**config.mk**
```make
export PLATFORM = sky130hd
export DESIGN_NAME = main_alu
export DESIGN_NICKNAME = d
export VERILOG_FILES = /design/src/rtl/alu_pkg.sv /design/src/rtl/alu_compare.sv /design/src/rtl/main_alu.sv
export SDC_FILE = /design/constraint.sdc
export NUM_CORES = 1
export LEC_CHECK = 0
export BUFFER_PORTS_ARGS = -buffer_cell sky130_fd_sc_hd__buf_2
export CORE_MARGIN = 2
export CORE_UTILIZATION = 35
export DETAILED_ROUTE_END_ITERATION = 7
export PLACE_DENSITY_LB_ADDON = 0.08
export SETUP_SLACK_MARGIN = 0.3
export SLEW_MARGIN = 20
export SYNTH_ARGS = -nofsm -noshare
export SYNTH_HDL_FRONTEND = slang
export SYNTH_SLANG_ARGS = --single-unit
```
**constraint.sdc**
```tcl
create_clock -name clk -period 0.9 [get_ports clk]
set_input_delay 0.09 -clock clk [delete_from_list [all_inputs] [get_ports clk]]
set_output_delay 0.09 -clock clk [all_outputs]
set_load 0.02 [all_outputs]
```
**src/rtl/alu_pkg.sv**
```systemverilog
// Shared opcode constants for the ALU decoder and its testbenches.
package alu_pkg;

    localparam int unsigned DataWidth = 32;

    localparam logic [4:0] OpAdd   = 5'b00000;
    localparam logic [4:0] OpSub   = 5'b00001;
    localparam logic [4:0] OpSll   = 5'b00010;
    localparam logic [4:0] OpSlt   = 5'b00011;
    localparam logic [4:0] OpSltu  = 5'b00100;
    localparam logic [4:0] OpXor   = 5'b00101;
    localparam logic [4:0] OpSrl   = 5'b00110;
    localparam logic [4:0] OpSra   = 5'b00111;
    localparam logic [4:0] OpOr    = 5'b01000;
    localparam logic [4:0] OpAnd   = 5'b01001;
    localparam logic [4:0] OpPassB = 5'b01010;
    localparam logic [4:0] OpEq    = 5'b01011;
    localparam logic [4:0] OpNe    = 5'b01100;
    localparam logic [4:0] OpLt    = 5'b01101;
    localparam logic [4:0] OpGe    = 5'b01110;
    localparam logic [4:0] OpLtu   = 5'b01111;
    localparam logic [4:0] OpGeu   = 5'b10000;

endpackage

```
**src/rtl/alu_compare.sv**
```systemverilog
// Comparison primitives (equal, signed less-than, unsigned less-than)
// from which every ALU compare operation is derived.
module alu_compare
    import alu_pkg::*;
(
    input  logic [DataWidth-1:0] a_i,
    input  logic [DataWidth-1:0] b_i,
    output logic                 eq_o,
    output logic                 lt_o,
    output logic                 ltu_o
);

    assign eq_o  = (a_i == b_i);
    assign lt_o  = ($signed(a_i) < $signed(b_i));
    assign ltu_o = (a_i < b_i);

endmodule

```
**src/rtl/main_alu.sv**
```systemverilog
// Single-cycle ALU: combinational operation mux feeding registered
// result and compare-flag outputs.
module main_alu
    import alu_pkg::*;
(
    input  logic                 clk,
    input  logic                 rst,
    input  logic [4:0]           Control,
    input  logic [DataWidth-1:0] A,
    input  logic [DataWidth-1:0] B,
    output logic [DataWidth-1:0] ALU_out,
    output logic                 Flag
);

    logic                 eq, lt, ltu;
    logic [4:0]           shamt;
    logic [DataWidth-1:0] result_d, result_q;
    logic                 flag_d, flag_q;
    logic                 is_cmp;

    alu_compare u_compare (
        .a_i   (A),
        .b_i   (B),
        .eq_o  (eq),
        .lt_o  (lt),
        .ltu_o (ltu)
    );

    assign shamt = B[4:0];

    always_comb begin
        result_d = '0;
        flag_d   = 1'b0;
        is_cmp   = 1'b0;
        case (Control)
            OpAdd:   result_d = A + B;
            OpSub:   result_d = A - B;
            OpSll:   result_d = A << shamt;
            OpSrl:   result_d = A >> shamt;
            OpSra:   result_d = $unsigned($signed(A) >>> shamt);
            OpXor:   result_d = A ^ B;
            OpOr:    result_d = A | B;
            OpAnd:   result_d = A & B;
            OpPassB: result_d = B;
            OpSlt, OpLt: begin
                is_cmp = 1'b1;
                flag_d = lt;
            end
            OpSltu, OpLtu: begin
                is_cmp = 1'b1;
                flag_d = ltu;
            end
            OpEq: begin
                is_cmp = 1'b1;
                flag_d = eq;
            end
            OpNe: begin
                is_cmp = 1'b1;
                flag_d = ~eq;
            end
            OpGe: begin
                is_cmp = 1'b1;
                flag_d = ~lt;
            end
            OpGeu: begin
                is_cmp = 1'b1;
                flag_d = ~ltu;
            end
            default: ;
        endcase
        // Compare ops report the flag in the LSB of the result as well.
        if (is_cmp) begin
            result_d = {{(DataWidth-1){1'b0}}, flag_d};
        end
    end

    always_ff @(posedge clk or posedge rst) begin
        if (rst) begin
            result_q <= '0;
            flag_q   <= 1'b0;
        end else begin
            result_q <= result_d;
            flag_q   <= flag_d;
        end
    end

    assign ALU_out = result_q;
    assign Flag    = flag_q;

endmodule

```
==> Word-level counts from Yosys, hierarchy flattened <==
Index checks and enable logic that the tools add are counted.
{ "word_totals": {"reg_bits": 33, "in_bits": 71, "output_inout_bits": 33} }
{ "op_classes": {"n_addsub": 2, "n_lt_le_gt_ge": 2, "eq_ne": 17, "n_shift": 3, "mux": 4, "n_bitwise": 6, "reduce_logical": 4} }
{ "op_table": {"columns": ["op", "n"], "rows": [
  ["$pmux 32 s9", 1],
  ["$lt 32x32->1", 2],
  ["$eq 5x4->1 const B", 8],
  ["$add 32x32->32", 1],
  ["$and 32x32->32", 1],
  ["$eq 32x32->1", 1],
  ["$mux 32", 1],
  ["$or 32x32->32", 1],
  ["$shl 32x5->32", 1],
  ["$shr 32x5->32", 1],
  ["$sshr 32x5->32", 1],
  ["$sub 32x32->32", 1],
  ["$xor 32x32->32", 1],
  ["$eq 5x3->1 const B", 4],
  ["$eq 5x2->1 const B", 2],
  ["$reduce_or 8->1", 1],
  ["$pmux 1 s6", 1],
  ["$eq 5x1->1 const B", 1],
  ["$eq 5x5->1 const B", 1],
  ["$logic_not 5->1", 1],
  ["$reduce_or 2->1", 2],
  ["$not 1->1", 3],
  ["$mux 1", 1]
]} }

==> Longest topological paths before layout <==
Gate-level depths: netlist (run 1).
{ "depth": {"word_depth": 4, "depth_mapped": 15, "ltp_nobuf": 12} }

==> Hierarchy <==
A second synthesis (run 1) with hierarchy kept.
{ "unflattened": {"cells_unflattened": 1283, "area_unflattened_um2": 9713.1} }
{ "by_module_without_submodules": {"columns": ["mod", "n_inst", "cells_each", "area_per_inst_um2", "seq_area_each_um2"], "rows": [
  ["main_alu", 1, 1168, 8891.0, 825.8],
  ["alu_compare", 1, 115, 822.0, 0.0]
]} }

==> Worst setup path before layout (run 1) <==
OpenSTA, ideal clock, no wires.
{ "synth_path": {"kind": "input port to flip-flop", "startpoint": "input B[2]", "endpoint": "register result_q[21] (netlist: ALU_out[21])", "arrival_time_ns": 3.457, "path_slack_ns": -2.695, "path_stages": 15, "path_cell_list": "clkinv_1 buf_2 buf_1 clkbuf_1 ha_1 buf_4 o211ai_2 o211ai_1 a31oi_2 a211oi_1 or2_4 a21o_1 a21oi_2 mux2i_1 or4_1"} }
{ "synth_between": {"elab_chain_cells": 3, "elab_cells_between_ends": 7, "classes_between": "add/sub (2); shift (3); mux (2)"} }
{ "synth_lines": {"columns": ["element", "line_no", "text"], "rows": [
  ["start, declared", "main_alu.sv:10", "input logic [DataWidth-1:0] B,"],
  ["$sub 32x32->32 (tied with other cells)", "main_alu.sv:37", "OpSub: result_d = A - B;"],
  ["$pmux 32 s9 (*)", "main_alu.sv:35", "case (Control)"],
  ["$mux 32 (*)", "main_alu.sv:72", "if (is_cmp) begin"],
  ["named net result_d[21]", "main_alu.sv:17", "logic [DataWidth-1:0] result_d, result_q;"],
  ["end signal, assigned", "main_alu.sv:82", "result_q <= result_d;"],
  ["end, declared", "main_alu.sv:17", null]
]} }
The timed path passes the listed nets; every way through them passes the cells marked *.

==> Worst setup path after layout (run 1) <==
{ "layout_path": {"startpoint": "input A[9]", "endpoint": "register result_q[28] (netlist: ALU_out[28])"} }
{ "layout_between": {"elab_chain_cells": 3, "elab_cells_between_ends": 7, "classes_between": "add/sub (2); shift (3); mux (2)"} }
{ "layout_lines": {"columns": ["element", "line_no", "text"], "rows": [
  ["start, declared", "main_alu.sv:9", "input logic [DataWidth-1:0] A,"],
  ["$sub 32x32->32 (tied with other cells)", "main_alu.sv:37", null],
  ["$pmux 32 s9 (*)", "main_alu.sv:35", null],
  ["$mux 32 (*)", "main_alu.sv:72", null],
  ["named net result_d[28]", "main_alu.sv:17", null]
]} }
Marked as above.

==> results of run 1 <==
placed cells by master, fill, tap and decap left out, types with 10 or more instances in the layout:
cell,n
buf_4,508
a21o_1,16
buf_6,73
buf_2,50
o22ai_1,11
mux4_2,53
dfrtp_1,33
and3_1,12
ha_4,15
a221o_1,16
o21ai_1,27
o211ai_1,26
a22oi_1,12
nand2b_1,13
ha_1,77
a221oi_1,20
nand3_1,23
nor2b_1,14
a21oi_1,77
nand2_1,91
inv_2,10
mux2i_1,43
inv_1,73
o21ai_0,60
buf_12,14
or3_1,15
a21oi_2,10
nor2_1,143
mux2_2,12
nor3_1,27
per-layer routing:
| layer | GRT usage [%] | part of all wire (%) | vias up |
|---|---|---|---|
| met2 | 61.7 | 47 | 625 |
| met1 | 45.8 | 40 | 6483 |
| met5 | 0 | 0.024 | - |
| met4 | 18.2 | 6.2 | 2 |
| met3 | 4.51 | 6.5 | 160 |
| li1 | - | - | 6095 |
final timing paths:
kind | startpoint | to | slack, ns
worst max-delay path | A[9] | ALU_out[28]$_DFF_PP0_ | -1.68
worst min-delay path | rst | ALU_out[26]$_DFF_PP0_ | -0.17
max in group asynchronous | rst | ALU_out[1]$_DFF_PP0_ | 0.87
min in group clk | B[11] | ALU_out[11]$_DFF_PP0_ | 0.07
flip-flops by register name, summed over array words and instances (netlist names):
name     cells
ALU_out     32
Flag         1
kinds of logic (layout without fill, tap and decap cells):
group / count (synthesis) / in the layout
compound gates: 452 / 452
xor+xnor: 3 / 3
fa+ha+maj: 100 / 100
buf+inv: 200 / 760
flops: 33 / 33
mux: 112 / 112
simple gates: 410 / 410
worst max-delay path: cells and delay by family:
family	cells	cell delay [ns]
compound gates	8	1.87
buf+inv	3	0.46
fa+ha+maj	1	0.22
simple gates	1	0.17
power groups by stage:
stage	combinational, mW	clock, mW	sequential, mW
finish	9.87	1.72	1.78
global route	10.5	1.80	1.80
CTS	9.24	1.75	1.78
detailed placement	8.11	0	1.75
global placement	8.10	0	1.75
floorplan	3.95	0	2.01
stage by stage:
stage / utilization (%) / total power [mW] / instance area, um^2 / instances
2_1_floorplan: - / 5.96 / 10200 / 1310
3_3_place_gp: 51.8 / 9.85 / 14400 / 2179
3_5_place_dp: 51.8 / 9.86 / 14400 / 2179
4_1_cts: 57.3 / 12.8 / 15900 / 2228
5_1_grt: 59.4 / 14.1 / 16500 / 2248
6_report: 59.4 / 13.4 / 16500 / 2248
area by class of cell:
type / instances / area (um^2)
sequential: 33 / 826
inverter: 96 / 412
fill: 2635 / 11300
clock inverter: 1 / 5.00
multi-input combinational: 1077 / 9210
clock buffer: 5 / 125
timing repair buffer: 658 / 5450
tap: 378 / 473
repair_timing:
action	CTS	global route
gates resized for setup	250	92
cloned	5	0
buffers inserted	38	20
pin swaps	87	71
endpoints found under the hold margin	33	33
endpoints found under the setup margin	66	66
==> metrics, run 1 <==
status complete, but fails checks; failing checks negative hold slack, negative setup slack; critical path type in2reg; Seq pwr share a little over an eighth; first-pass GRT wire length about 80 mm; CP cell instances buf_2 -> buf_4 -> ha_1 -> a211oi_2 -> nand2_1 -> o2111ai_4 -> o211ai_1 -> buf_4 -> a2111oi_4 -> o31ai_2 -> a2111oi_2 -> a41oi_1 -> o21ai_1; Most common cell on crit path buf_4; Synth Cell Area roughly 0.0099 mm^2; clock network power share around 13%; CTS tree yes; final-report max-slew violation count 0; Synth Area in Adders roughly 13%; area leader, netlist ha_1; Total Routing Usage GR approximately 37%; Clock Tree Buf Depth 2; multiplexer area fraction after synthesis between 10% and 20%; top cell type's share of synthesized area 12.4%; largest family of logic cells by synthesized area compound AO/OA/AOI/OAI gates; number of port buffers approximately 100; Post-synth EDFFs 0; setup repair after global routing missed its margin yes; CTS Buf Count 5; layout cell share with drive strength beyond 1 slightly below 50%; DP HPWL roughly 42 mm; ys flop type dfrtp_1; clk slew on worst S/H paths roughly 0.06 ns; vias in the first global route between 10000 and 15000; htree depth 2; crit share post-route 286%; Post-Synth XOR/XNOR Area less than 1%; crit path DAT 2.80 ns; synth unique cells about 90; Core Rows approximately 60; slowest CP cell a2111oi_4; DRC viols 0; number of synthesis warnings 0; Simple-Gate Fraction of Synth Area approximately a fifth; Critical Path RT roughly 1.1 ns; first-pass iteration count of the detailed router 8; # setup viols final 36; chip width between 150 and 200 um; vias per cell 5.95; top-count cell post-synth nor2_1; nature of the critical path endpoint flip-flop; post-route minimum period 2.58 ns; largest net degree at the start of global routing 67; async set or reset register ratio after synthesis 100%; Peak VDD IR ~0.58 mV; switching fraction of total power 44.2%; GP Congestion around 1.0; Critical Path Start Type input port; Inserted Diodes 0; total gr overflow 0; CP peak stage delay around 0.39 ns; DR WL/cell around 24 um; setup TNS -49.06 ns; initial antenna violation count 1; Die Height 172 um; area fraction in compound gates after synthesis 32.2%; most frequent cells after synthesis 155 x nor2_1, 98 x ha_1, 94 x inv_1, 93 x nand2_1, 89 x a21oi_1; clock root buffer master clkbuf_16; Hold Slack -0.173 ns; post-route setup slack -1.68 ns; Placement Setup Slack -2.29 ns; Final Hold Vio Count 33; NetSw slightly below 6 mW; most area-consuming cells after synthesis ha_1 12%, mux4_2 12%, dfrtp_1 8.4%, nor2_1 5.9%, mux2i_1 4.8%; nets@finish ~2000; combinational fraction of design power ~74%; normalized max-slew margin a little under half; Pleak 7.54 nW; Slew @ Worst Pin ~0.80 ns; Cell Int Power between 7 and 8 mW; num ports ~100; Hold Path Class in2async; Highest Clock Rate approximately 0.39 GHz; Core ar. about 0.028 mm^2; critical-path maximum fanout 3; pwr/cell area 811 mW/mm^2; Max-Cap Viols 0; Post-Route WL 53.9 mm; Yosys reg bits 33; Initial Util 35.5%; Mapped Avg Cell Area ~7.5 um^2; post-route ant nets 0; Via Count around 13000; Synthesized Nets around 1500; drt initial violations around 1200; Mapped Cells about 1300; Seq/Total Area, Yosys about 8.4%; die area around 0.030 mm^2; Layout area overhead 67.4%; clk sinks 33
Power figures use the tool's default switching activity.
==> run 2, diff against run 1 <==
--- a/config.mk
+++ b/config.mk
@@ -7,4 +7,5 @@
 export LEC_CHECK = 0
 export BUFFER_PORTS_ARGS = -buffer_cell sky130_fd_sc_hd__buf_2
+export CAP_MARGIN = 25
 export CORE_MARGIN = 2
 export CORE_UTILIZATION = 35
@@ -12,5 +13,5 @@
 export PLACE_DENSITY_LB_ADDON = 0.08
 export SETUP_SLACK_MARGIN = 0.3
-export SLEW_MARGIN = 20
+export SLEW_MARGIN = 10
 export SYNTH_ARGS = -nofsm -noshare
 export SYNTH_HDL_FRONTEND = slang
==> constraint.sdc (replaced) <==
create_clock -name clk -period 0.9 [get_ports clk]
set_input_delay 0.09 -clock clk [delete_from_list [all_inputs] [get_ports clk]]
set_output_delay 0.09 -clock clk [all_outputs]
set_load 0.05 [all_outputs]
==> run 2 against run 1 <==
Effect of this change: the run still ends with negative hold slack, negative setup slack left; worst setup slack better by 0.0030 ns; die area unchanged; first-iteration DRC count up 11%; via count up 0.99%; critical path depth down 1; critical endpoint is now ALU_out[19]$_DFF_PP0_; largest cell class unchanged.
==> metrics, run 2 (synthesized netlist as in run 1, its figures left out) <==
chip width between 150 and 200 um; crit path buf inv count 3; Initial Util a little over a third; most common cell after layout, fill and taps aside buf_4; Final Hold Vio Count 33; clk slew on worst S/H paths 0.06 ns; Peak VDD IR between 0.7 and 0.8 mV; layout cell share with drive strength beyond 1 ~53%; post-route ant nets 0; critical-path maximum fanout 7; DRC viols 0; nature of the critical path endpoint flip-flop; M2 GR Usage 60.3%; drt initial violations about 1300; Hold Slack -0.180 ns; fillers 2572; post-route setup slack -1.67 ns; setup TNS -48.28 ns; global routing's busiest layer met2; Most common cell on crit path a221o_1; post-route minimum period ~2.6 ns; CTS tree yes; crit path DAT 2.76 ns; Layout Cells excl Fill between 2000 and 2500; vias in the first global route about 13000; initial antenna violation count 1; Core ar. between 0.02 and 0.03 mm^2; Hold Path Class in2async; Reg area 866 um^2; largest net degree at the start of global routing 66; # setup viols final between 60 and 70; placed instance count roughly 2200; vias per cell about 5.9; first-pass iteration count of the detailed router 5; num ports 104; die area slightly below 0.03 mm^2; pwr/cell area roughly 850 mW/mm^2; slowest CP cell o211ai_1; Area after DPL about 0.015 mm^2; fin util between 60% and 70%; met1 Use GR between 40 and 50%; nets@finish approximately 2100; Clock Tree Buf Depth 2; CP cell instances buf_8 -> buf_12 -> buf_4 -> ha_4 -> o21ba_4 -> a2111oi_4 -> o22a_2 -> a21oi_4 -> o211ai_1 -> a21oi_2 -> a221o_1 -> a221o_1; finished layout cell area roughly 0.017 mm^2; Post-Route WL ~54 mm; Highest Clock Rate between 0.3 and 0.4 GHz; highest-count cells in the layout ignoring fill and taps 538 x buf_4, 144 x nor2_1, 88 x nand2_1, 77 x a21oi_1, 72 x buf_6; first-pass GRT wire length roughly 79 mm; family with the most delay on the worst path compound AO/OA/AOI/OAI gates; CTS Buf Count 5; Slew @ Worst Pin 0.764 ns; Core Rows between 60 and 70; critical path type in2reg; GP Congestion slightly below 1; total gr overflow 0; Pleak just under 8 nW; setup repair after global routing missed its margin yes; Via Count between 10000 and 15000; DR WL/cell ~24 um; Pwr Total between 10 and 15 mW; clk sinks 33; status complete, but fails checks; normalized max-slew margin between 40% and 50%; multi-input logic area roughly 0.0095 mm^2; Total Routing Usage GR between 30% and 40%; failing checks negative hold slack, negative setup slack; Critical Path Start Type input port; clock root buffer master clkbuf_16; Placement Setup Slack -2.24 ns; DP HPWL ~42 mm; final-report max-slew violation count 0; Largest register FFs 32; Critical Path RT 1.09 ns; htree depth 2; Max-Cap Viols 0; crit share post-route 286%; CP peak stage delay between 0.4 and 0.5 ns; Inserted Diodes 0; Worst path depth 12; Layout area overhead 74.2%; Die Height 172 um; met3 usage about 4.5%; number of port buffers 103
[run 2: changes by cell type in the layout (fill, tap and decap cells not counted), sizes merged]
cell / change
bufinv: +1
clkbuf: +4
bufbuf: -1
buf: +32
clkinv: -1
[run 2: final cells by class]
class,count,share of cell area (%)
clock inverter,1,0.175
timing repair buffer,691,33.4
multi-input combinational,1077,55.4
tap,378,2.75
sequential,33,5.04
inverter,96,2.41
clock buffer,7,0.830
[run 2: power by group]
| group | leakage (nW) | internal (mW) | switching (mW) |
|---|---|---|---|
| registers | 0.375 | 1.71 | 0.0975 |
| logic | 7.29 | 4.98 | 5.69 |
| clock network | 0.0841 | 1.39 | 0.805 |
| total | 7.75 | 8.08 | 6.59 |
[run 2: worst max path at each step]
| stage | start | end | slack (ns) |
|---|---|---|---|
| after floorplan | B[3] | ALU_out[21]$_DFF_PP0_ | -1.92 |
| after global placement | A[28] | ALU_out[0]$_DFF_PP0_ | -2.23 |
| after detailed placement | B[0] | ALU_out[0]$_DFF_PP0_ | -2.24 |
| after CTS | B[0] | ALU_out[28]$_DFF_PP0_ | -1.70 |
| after global routing | B[3] | ALU_out[21]$_DFF_PP0_ | -1.72 |
| final | B[0] | ALU_out[19]$_DFF_PP0_ | -1.67 |
[run 2: repair_timing]
item                                    4_1_cts  5_1_grt
pin swaps                                    71      115
endpoints found under the hold margin        33       33
setup buffers                                19       47
resized for setup                           233      174
cloned                                        4        2
endpoints found under the setup margin       66       66
[run 2: per-layer routing]
metal / part of all wire, % / up-vias
met1: 40 / 6483
met3: 7.1 / 156
met4: 6.8 / 0
met2: 46 / 699
li1: - / 6159
met5: 0 / -
